File: config.mk
export PLATFORM = sky130hd
export DESIGN_NAME = sdram_frame_reader
export DESIGN_NICKNAME = d
export VERILOG_FILES = /design/src/rtl/sdram_frame_reader_pkg.sv /design/src/rtl/sdram_frame_reader_fifo.sv /design/src/rtl/sdram_frame_reader.sv
export SDC_FILE = /design/constraint.sdc
export NUM_CORES = 2
export LEC_CHECK = 0
export ABC_CLOCK_PERIOD_IN_PS = 5900
export BUFFER_PORTS_ARGS = -buffer_cell sky130_fd_sc_hd__clkbuf_2
export CAP_MARGIN = 30
export CORE_MARGIN = 8
export CORE_UTILIZATION = 35
export CTS_CLUSTER_DIAMETER = 200
export CTS_CLUSTER_SIZE = 30
export DETAILED_ROUTE_END_ITERATION = 10
export PLACE_DENSITY = 0.51
export SKIP_CTS_REPAIR_TIMING = 1
export SYNTH_ARGS = -nofsm -noshare
export SYNTH_HDL_FRONTEND = slang
export SYNTH_SLANG_ARGS = --single-unit
File: constraint.sdc
create_clock -name clk -period 5.9 [get_ports clk]
set_input_delay 0.59 -clock clk [delete_from_list [all_inputs] [get_ports clk]]
set_output_delay 0.59 -clock clk [all_outputs]
set_load 0.01 [all_outputs]
File: src/rtl/sdram_frame_reader_pkg.sv
// Shared definitions for the SDRAM frame reader.
//   state_t           : reader FSM state encoding (also visible on dbg_state)
//   cnt_width()       : bits needed to hold 0..max_val
//   BYTES_PER_WORD,
//   BURSTS_PER_FRAME,
//   *_CNT_W           : constants for the default configuration; the reader
//                       recomputes the same quantities from its own parameters
//                       with the same helper so every instance is self-consistent.
package sdram_frame_pkg;

  typedef enum logic [1:0] {
    ST_IDLE  = 2'd0,
    ST_REQ   = 2'd1,
    ST_DRAIN = 2'd2,
    ST_FIN   = 2'd3
  } state_t;

  function automatic int cnt_width(input int max_val);
    return (max_val < 2) ? 1 : $clog2(max_val + 1);
  endfunction

  localparam int DEF_WIDTH_DATA = 64;
  localparam int DEF_BURST_LEN  = 16;
  localparam int DEF_LINE_WORDS = 64;
  localparam int DEF_LINES      = 480;
  localparam int DEF_FIFO_DEPTH = 64;

  localparam int BYTES_PER_WORD   = DEF_WIDTH_DATA / 8;
  localparam int BURSTS_PER_FRAME = DEF_LINE_WORDS * DEF_LINES / DEF_BURST_LEN;
  localparam int BURST_CNT_W      = $clog2(BURSTS_PER_FRAME + 1);
  localparam int WORD_CNT_W       = $clog2(DEF_LINE_WORDS);
  localparam int LINE_CNT_W       = $clog2(DEF_LINES);
  localparam int OUTST_CNT_W      = $clog2(DEF_FIFO_DEPTH + 1);

endpackage

File: src/rtl/sdram_frame_reader_fifo.sv
// sync_fifo_fwft: show-ahead synchronous FIFO.
//   clk, reset      : clock, synchronous active-high reset (flushes contents)
//   wr_en, wr_data  : write port; a write to a full FIFO is taken only when a
//                     read happens in the same cycle (occupancy then unchanged)
//   rd_en, rd_data  : rd_data always shows the head word; rd_en pops it
//   empty, usedw    : status; usedw ranges 0..DEPTH
// A word written at edge N is on rd_data right after edge N (1-cycle latency).
module sync_fifo_fwft #(
  parameter int WIDTH = 64,
  parameter int DEPTH = 64
) (
  input  logic                       clk,
  input  logic                       reset,
  input  logic                       wr_en,
  input  logic [WIDTH-1:0]           wr_data,
  input  logic                       rd_en,
  output logic [WIDTH-1:0]           rd_data,
  output logic                       empty,
  output logic [$clog2(DEPTH):0]     usedw
);
  localparam int AW = $clog2(DEPTH);

  logic [WIDTH-1:0] mem [DEPTH];
  logic [AW-1:0]    wr_ptr;
  logic [AW-1:0]    rd_ptr;
  logic             full;
  logic             wr_ok;
  logic             rd_ok;

  assign empty   = (usedw == '0);
  assign full    = (usedw == (AW+1)'(DEPTH));
  assign rd_ok   = rd_en && !empty;
  assign wr_ok   = wr_en && (!full || rd_ok);
  assign rd_data = mem[rd_ptr];

  always_ff @(posedge clk) begin
    if (wr_ok) mem[wr_ptr] <= wr_data;
  end

  always_ff @(posedge clk) begin
    if (reset) begin
      wr_ptr <= '0;
      rd_ptr <= '0;
      usedw  <= '0;
    end else begin
      if (wr_ok) wr_ptr <= wr_ptr + 1'b1;
      if (rd_ok) rd_ptr <= rd_ptr + 1'b1;
      usedw <= usedw + {{AW{1'b0}}, wr_ok} - {{AW{1'b0}}, rd_ok};
    end
  end
endmodule

File: src/rtl/sdram_frame_reader.sv
// sdram_frame_reader: reads one LINES x LINE_WORDS frame from SDRAM with
// fixed-length read bursts and replays it as a framed stream.
//   clk, reset            : sole clock, synchronous active-high reset
//   start, base_addr      : one-cycle launch (IDLE only) and frame byte address
//   busy, done            : busy outside IDLE; done pulses for one cycle at end
//   address, burstcount,
//   read, waitrequest,
//   readdata, readdatavalid : pipelined burst read master
//   st_data, st_valid,
//   st_ready, st_sop, st_eop,
//   st_sof, st_eof        : output stream with line/frame sideband
//   dbg_state             : current FSM state (sdram_frame_pkg::state_t)
//   stall_cnt             : only with SDRAM_FRAME_READER_STAT_EN defined
// Handshakes: a stream word moves on any edge where st_valid && st_ready;
// st_valid never waits on st_ready, and data/flags hold until that edge.
// A burst request moves on any edge where read && !waitrequest; address,
// burstcount and read hold while waitrequest is high.
module sdram_frame_reader
  import sdram_frame_pkg::*;
#(
  parameter int WIDTH_ADDR = 32,
  parameter int WIDTH_DATA = 64,
  parameter int BURST_LEN  = 16,
  parameter int LINE_WORDS = 64,
  parameter int LINES      = 480,
  parameter int FIFO_DEPTH = 64
) (
  input  logic                  clk,
  input  logic                  reset,
  input  logic                  start,
  input  logic [WIDTH_ADDR-1:0] base_addr,
  output logic                  busy,
  output logic                  done,
  output logic [WIDTH_ADDR-1:0] address,
  output logic [7:0]            burstcount,
  output logic                  read,
  input  logic                  waitrequest,
  input  logic [WIDTH_DATA-1:0] readdata,
  input  logic                  readdatavalid,
  output logic [WIDTH_DATA-1:0] st_data,
  output logic                  st_valid,
  input  logic                  st_ready,
  output logic                  st_sop,
  output logic                  st_eop,
  output logic                  st_sof,
  output logic                  st_eof,
  output logic [1:0]            dbg_state
`ifdef SDRAM_FRAME_READER_STAT_EN
  ,output logic [31:0]          stall_cnt
`endif
);
  localparam int BPW    = WIDTH_DATA / 8;
  localparam int BURSTS = LINE_WORDS * LINES / BURST_LEN;
  localparam int BCW    = cnt_width(BURSTS);
  localparam int WCW    = cnt_width(LINE_WORDS - 1);
  localparam int LCW    = cnt_width(LINES - 1);
  localparam int OCW    = cnt_width(FIFO_DEPTH);
  localparam int UW     = $clog2(FIFO_DEPTH) + 1;
  localparam int SW     = OCW + 2;
  localparam int DCW    = cnt_width(2 * BURST_LEN);

  state_t          state;
  logic [BCW-1:0]  bursts;
  logic [OCW-1:0]  outstanding;
  logic [WCW-1:0]  word_cnt;
  logic [LCW-1:0]  line_cnt;
  logic [DCW-1:0]  discard_cnt;
  logic [UW-1:0]   usedw;
  logic            fifo_empty;
  logic            issue, wr_en, dec, credit_ok, xfer;
  logic            at_sol, at_eol, first_line, last_line;

  assign issue = read && !waitrequest;
  // Returning words are dropped while the post-reset discard window runs.
  assign wr_en = readdatavalid && (discard_cnt == '0);
  assign dec   = wr_en && (outstanding != '0);
  // Request only if the FIFO can absorb everything already in flight plus
  // one more burst; this is what keeps the FIFO from ever overflowing.
  assign credit_ok = (SW'(usedw) + SW'(outstanding) + SW'(BURST_LEN)) <= SW'(FIFO_DEPTH);
  assign xfer = st_valid && st_ready;

  sync_fifo_fwft #(.WIDTH(WIDTH_DATA), .DEPTH(FIFO_DEPTH)) u_fifo (
    .clk     (clk),
    .reset   (reset),
    .wr_en   (wr_en),
    .wr_data (readdata),
    .rd_en   (xfer),
    .rd_data (st_data),
    .empty   (fifo_empty),
    .usedw   (usedw)
  );

  assign st_valid   = !fifo_empty;
  assign at_sol     = (word_cnt == '0);
  assign at_eol     = (word_cnt == WCW'(LINE_WORDS - 1));
  assign first_line = (line_cnt == '0);
  assign last_line  = (line_cnt == LCW'(LINES - 1));
  // Flags derive from transfer counters, so they only move after a transfer.
  assign st_sop = st_valid && at_sol;
  assign st_eop = st_valid && at_eol;
  assign st_sof = st_valid && at_sol && first_line;
  assign st_eof = st_valid && at_eol && last_line;

  assign busy      = (state != ST_IDLE);
  assign dbg_state = state;

  always_ff @(posedge clk) begin
    if (reset) begin
      state       <= ST_IDLE;
      read        <= 1'b0;
      address     <= '0;
      burstcount  <= '0;
      done        <= 1'b0;
      bursts      <= '0;
      outstanding <= '0;
      word_cnt    <= '0;
      line_cnt    <= '0;
      // A reset that interrupts a frame (or is held) opens a window in which
      // late read data from the aborted bursts is thrown away.
      if (state != ST_IDLE || discard_cnt != '0) discard_cnt <= DCW'(2 * BURST_LEN);
      else discard_cnt <= '0;
    end else begin
      done <= 1'b0;
      if (discard_cnt != '0) discard_cnt <= discard_cnt - 1'b1;
      outstanding <= outstanding + (issue ? OCW'(BURST_LEN) : '0) - (dec ? OCW'(1) : '0);

      if (xfer) begin
        if (at_eol) begin
          word_cnt <= '0;
          line_cnt <= last_line ? '0 : line_cnt + 1'b1;
        end else begin
          word_cnt <= word_cnt + 1'b1;
        end
      end

      case (state)
        ST_IDLE: begin
          if (start) begin
            state       <= ST_REQ;
            address     <= base_addr;
            bursts      <= '0;
            outstanding <= '0;
            word_cnt    <= '0;
            line_cnt    <= '0;
          end
        end
        ST_REQ: begin
          if (read) begin
            if (!waitrequest) begin
              // One idle cycle after each issue lets the credit check see
              // the updated outstanding count before the next request.
              read       <= 1'b0;
              burstcount <= '0;
              address    <= address + WIDTH_ADDR'(BPW * BURST_LEN);
              bursts     <= bursts + 1'b1;
              if (bursts == BCW'(BURSTS - 1)) state <= ST_DRAIN;
            end
          end else if (credit_ok) begin
            read       <= 1'b1;
            burstcount <= 8'(BURST_LEN);
          end
        end
        ST_DRAIN: ;
        ST_FIN:   state <= ST_IDLE;
        default:  state <= ST_IDLE;
      endcase

      if (xfer && st_eof && state != ST_IDLE) begin
        state      <= ST_FIN;
        done       <= 1'b1;
        read       <= 1'b0;
        burstcount <= '0;
      end
    end
  end

`ifdef SDRAM_FRAME_READER_STAT_EN
  // Cycles where the consumer is ready but the buffer has nothing to give.
  always_ff @(posedge clk) begin
    if (reset) stall_cnt <= '0;
    else if (state == ST_IDLE && start) stall_cnt <= '0;
    else if (busy && st_ready && fifo_empty && stall_cnt != '1) stall_cnt <= stall_cnt + 1'b1;
  end
`endif

endmodule

==> metrics.md <==
| Metric | Value |
|---|---|
| Outcome | `finished, final reports clean` |
| CTS sink cnt | `about 4,200` |
| Total track usage | `roughly 20%` |
| Warnings, synthesis | `0` |
| Layout Nets | `about 7,600` |
| Setup TNS | `0 ns` |
| Starting DRT DRC Count | `a little under 10,000` |
| Vias in the first global route | `79,100` |
| Pwr Total | `57,400 uW` |
| Most common cell in the netlist | `edfxtp_1` |
| RSZ-0062 raised after global routing | `no` |
| Row cnt | `248` |
| Number of iterations in the first detailed-routing pass | `5` |
| RePlAce Congestion | `0.780` |
| Die X | `~690 um` |
| GRT overflow | `0` |
| Setup violations, final | `0` |
| Core box area | `around 460,000 um2` |
| Area leader, netlist | `edfxtp_1` |
| Maximum vdd drop | `between 0.3 and 0.4 mV` |
| Commonest cells in the netlist | `edfxtp_1, mux4_2, a21oi_1` |
| Setup CP Type | `register to primary output` |
| Die area | `between 400,000 and 500,000 um2` |
| Fin. Hold Viols | `0` |
| WP data required | `5.31 ns` |
| Routed wl met3 | `~32,000 um` |
| CTS clock-pin slew for the worst setup and hold paths | `roughly 0.13 ns` |
| WP data arrival | `~5 ns` |
| Sequential area share after synthesis | `between 70% and 80%` |
| Layout area overhead | `10.1%` |
| Startpoint types | `register` |
| Prevailing post-synth register cell | `edfxtp_1` |
| Final Routed Wirelength | `486,000 um` |
| DRC viols | `0` |
| Post-DP HPWL | `between 200,000 and 300,000 um` |
| Mapped cell area | `between 150,000 and 200,000 um2` |
| Fin Clk Skew | `approximately 0.046 ns` |
| Wire per inst | `between 30 and 40 um` |
| Slew Limit Fails | `0` |
| Post-synthesis cell count | `approximately 7,100` |
| Worst-Margin Slew | `approximately 1.1 ns` |
| Worst setup EP type | `primary output` |
| Top Metal Used | `met5` |
| Fraction of layout cells with a size suffix above 1 | `around a quarter` |
| Final Util | `approximately two fifths` |
| Period minus WS final | `around 5.5 ns` |
| Root Buffer | `clkbuf_16` |
| Max frequency | `183 MHz` |
| Initial antenna violation count | `34` |
| Via density | `between 5 and 6` |
| Max_slew headroom | `a little over a quarter` |
| P per Cell Area | `around 330 nW/um2` |
| Post-synth EDFFs | `a little over 4,000` |
| Via count | `between 70,000 and 80,000` |
| Asr flop ratio synth | `0%` |
| Crit path max fanout | `48` |
| Maxcap violations | `0` |
| Synth cell types | `roughly 70` |
| Metal-1 WL | `approximately 210,000 um` |
| Ranking of synthesized cells by area | `edfxtp_1, mux4_2, dfxtp_1, mux2i_1, a21oi_1` |
| Post-route ant nets | `0` |
| Port bufs | `208` |
| First-pass GRT wire length | `around 670,000 um` |
| Post-synthesis sequential element count | `roughly 4,200` |
| H-tree levels | `4` |
| Met2 wire len | `about 240,000 um` |
| Yosys top cell area share | `approximately three quarters` |
| Final Cycle Share | `between 90 and 100%` |
| Post-Syn Area per Cell | `~22 um2` |
| Worst Hold Class | `primary input to register` |
| Die Y | `approximately 690 um` |
| Starting density of the core | `a little over a third` |
| LEAKAGE | `0.0519 uW` |
| CTS tree | `yes` |
| TritonCTS Buffers | `around 160` |
| Maximum root-to-sink buffer count | `4` |
| Worst skew pair latency | `approximately 0.94 ns` |
| Largest net degree at the start of global routing | `between 100 and 150` |
| I/O pins | `between 200 and 250` |
flip-flops by register name (all words and copies together) (netlist names), 7 cells and up, named ones only:
signal,count
address,32
bursts,11
line_cnt,9
outstanding,7
u_fifo.mem,4096
u_fifo.usedw,7
placed cells by master, fill, tap and decap left out, types with 10 or more instances in the layout:
cell           count
o22ai_1           78
inv_1             36
nor2b_1           20
dlygate4sd3_1     22
nor2_1           117
nand3_1           19
o21ai_0           62
nand2_1           73
buf_4            218
buf_12           121
clkbuf_16        168
a21oi_1          238
diode_2           11
nor2_4            66
xor2_1            20
dfxtp_1           89
mux2i_1          131
and3_1            15
a221oi_1         124
nand4_1           16
ha_1              40
a211oi_1          17
a31oi_1           10
xnor2_1           23
nor3_1            35
o211a_1           21
clkbuf_1          37
clkbuf_2         208
o21ai_1           21
edfxtp_1        4102
o221ai_1          88
mux4_2          1024
a22o_1            81
metal layers:
layer / global-route usage (%) / vias to the layer above
met5: 0 / -
met4: 3.97 / 4
met3: 2.35 / 478
met2: 32.9 / 3074
met1: 27.9 / 44300
li1: - / 30800
worst paths after layout:
path,start,endpoint,slack [ns],cells after the start
setup reg to reg,u_fifo.usedw[5],u_fifo.mem[59][58],1.74,8
hold / removal,base_addr[25],address[25],0.02,3
setup / recovery,register,st_data[51],0.43,9
hold reg to reg,address[6],address[6],0.47,2
power breakdown:
part,switching (uW),internal (uW)
Clock,8920,5280
Combinational,5390,4850
Sequential,159,32800
critical path, stage by stage, from the launching register on:
cell and delay, ns:
dfxtp_2 0.82, nand2b_4 0.59, buf_12 0.50, o221ai_1 0.22
a21oi_1 0.32, nor2_1 0.15, a221oi_1 0.67, buf_4 0.30
buf_4 0.14, clkbuf_2 0.16
final cells by class:
| type | count | area [um2] |
|---|---|---|
| sequential | 4197 | 125000 |
| multi-input combinational | 2487 | 33600 |
| antenna | 11 | 27.5 |
| tap | 6000 | 7510 |
| fill | 40400 | 280000 |
| timing repair buffer | 579 | 5520 |
| clock buffer | 205 | 4340 |
| inverter | 37 | 139 |
| clock inverter | 5 | 47.5 |
cells by family (layout without fill, tap and decap cells):
| family | count (synthesis) | in the layout | synth area share (%) |
|---|---|---|---|
| mux | 1157 | 1157 | 15.2 |
| other cells | 1 | 18 | 0.00234 |
| flops | 4197 | 4197 | 78.1 |
| buf+inv | 445 | 826 | 1.31 |
| compound gates | 796 | 796 | 3.45 |
| fa+ha+maj | 43 | 43 | 0.350 |
| simple gates | 441 | 441 | 1.32 |
| xor+xnor | 43 | 43 | 0.235 |
metrics by stage:
| step | instance area (um2) | hold WS (ns) | instances | worst slack [ns] |
|---|---|---|---|---|
| global placement | 171000 | 0.440 | 13200 | 0.923 |
| global route | 176000 | 0.00149 | 13500 | 0.343 |
| CTS | 176000 | -0.240 | 13500 | 0.361 |
| detailed placement | 172000 | 0.452 | 13300 | 1.41 |
| finish | 176000 | 0.0245 | 13500 | 0.431 |
| floorplan | 160000 | 0.449 | 7129 | 1.01 |
Power figures use the tool's default switching activity.
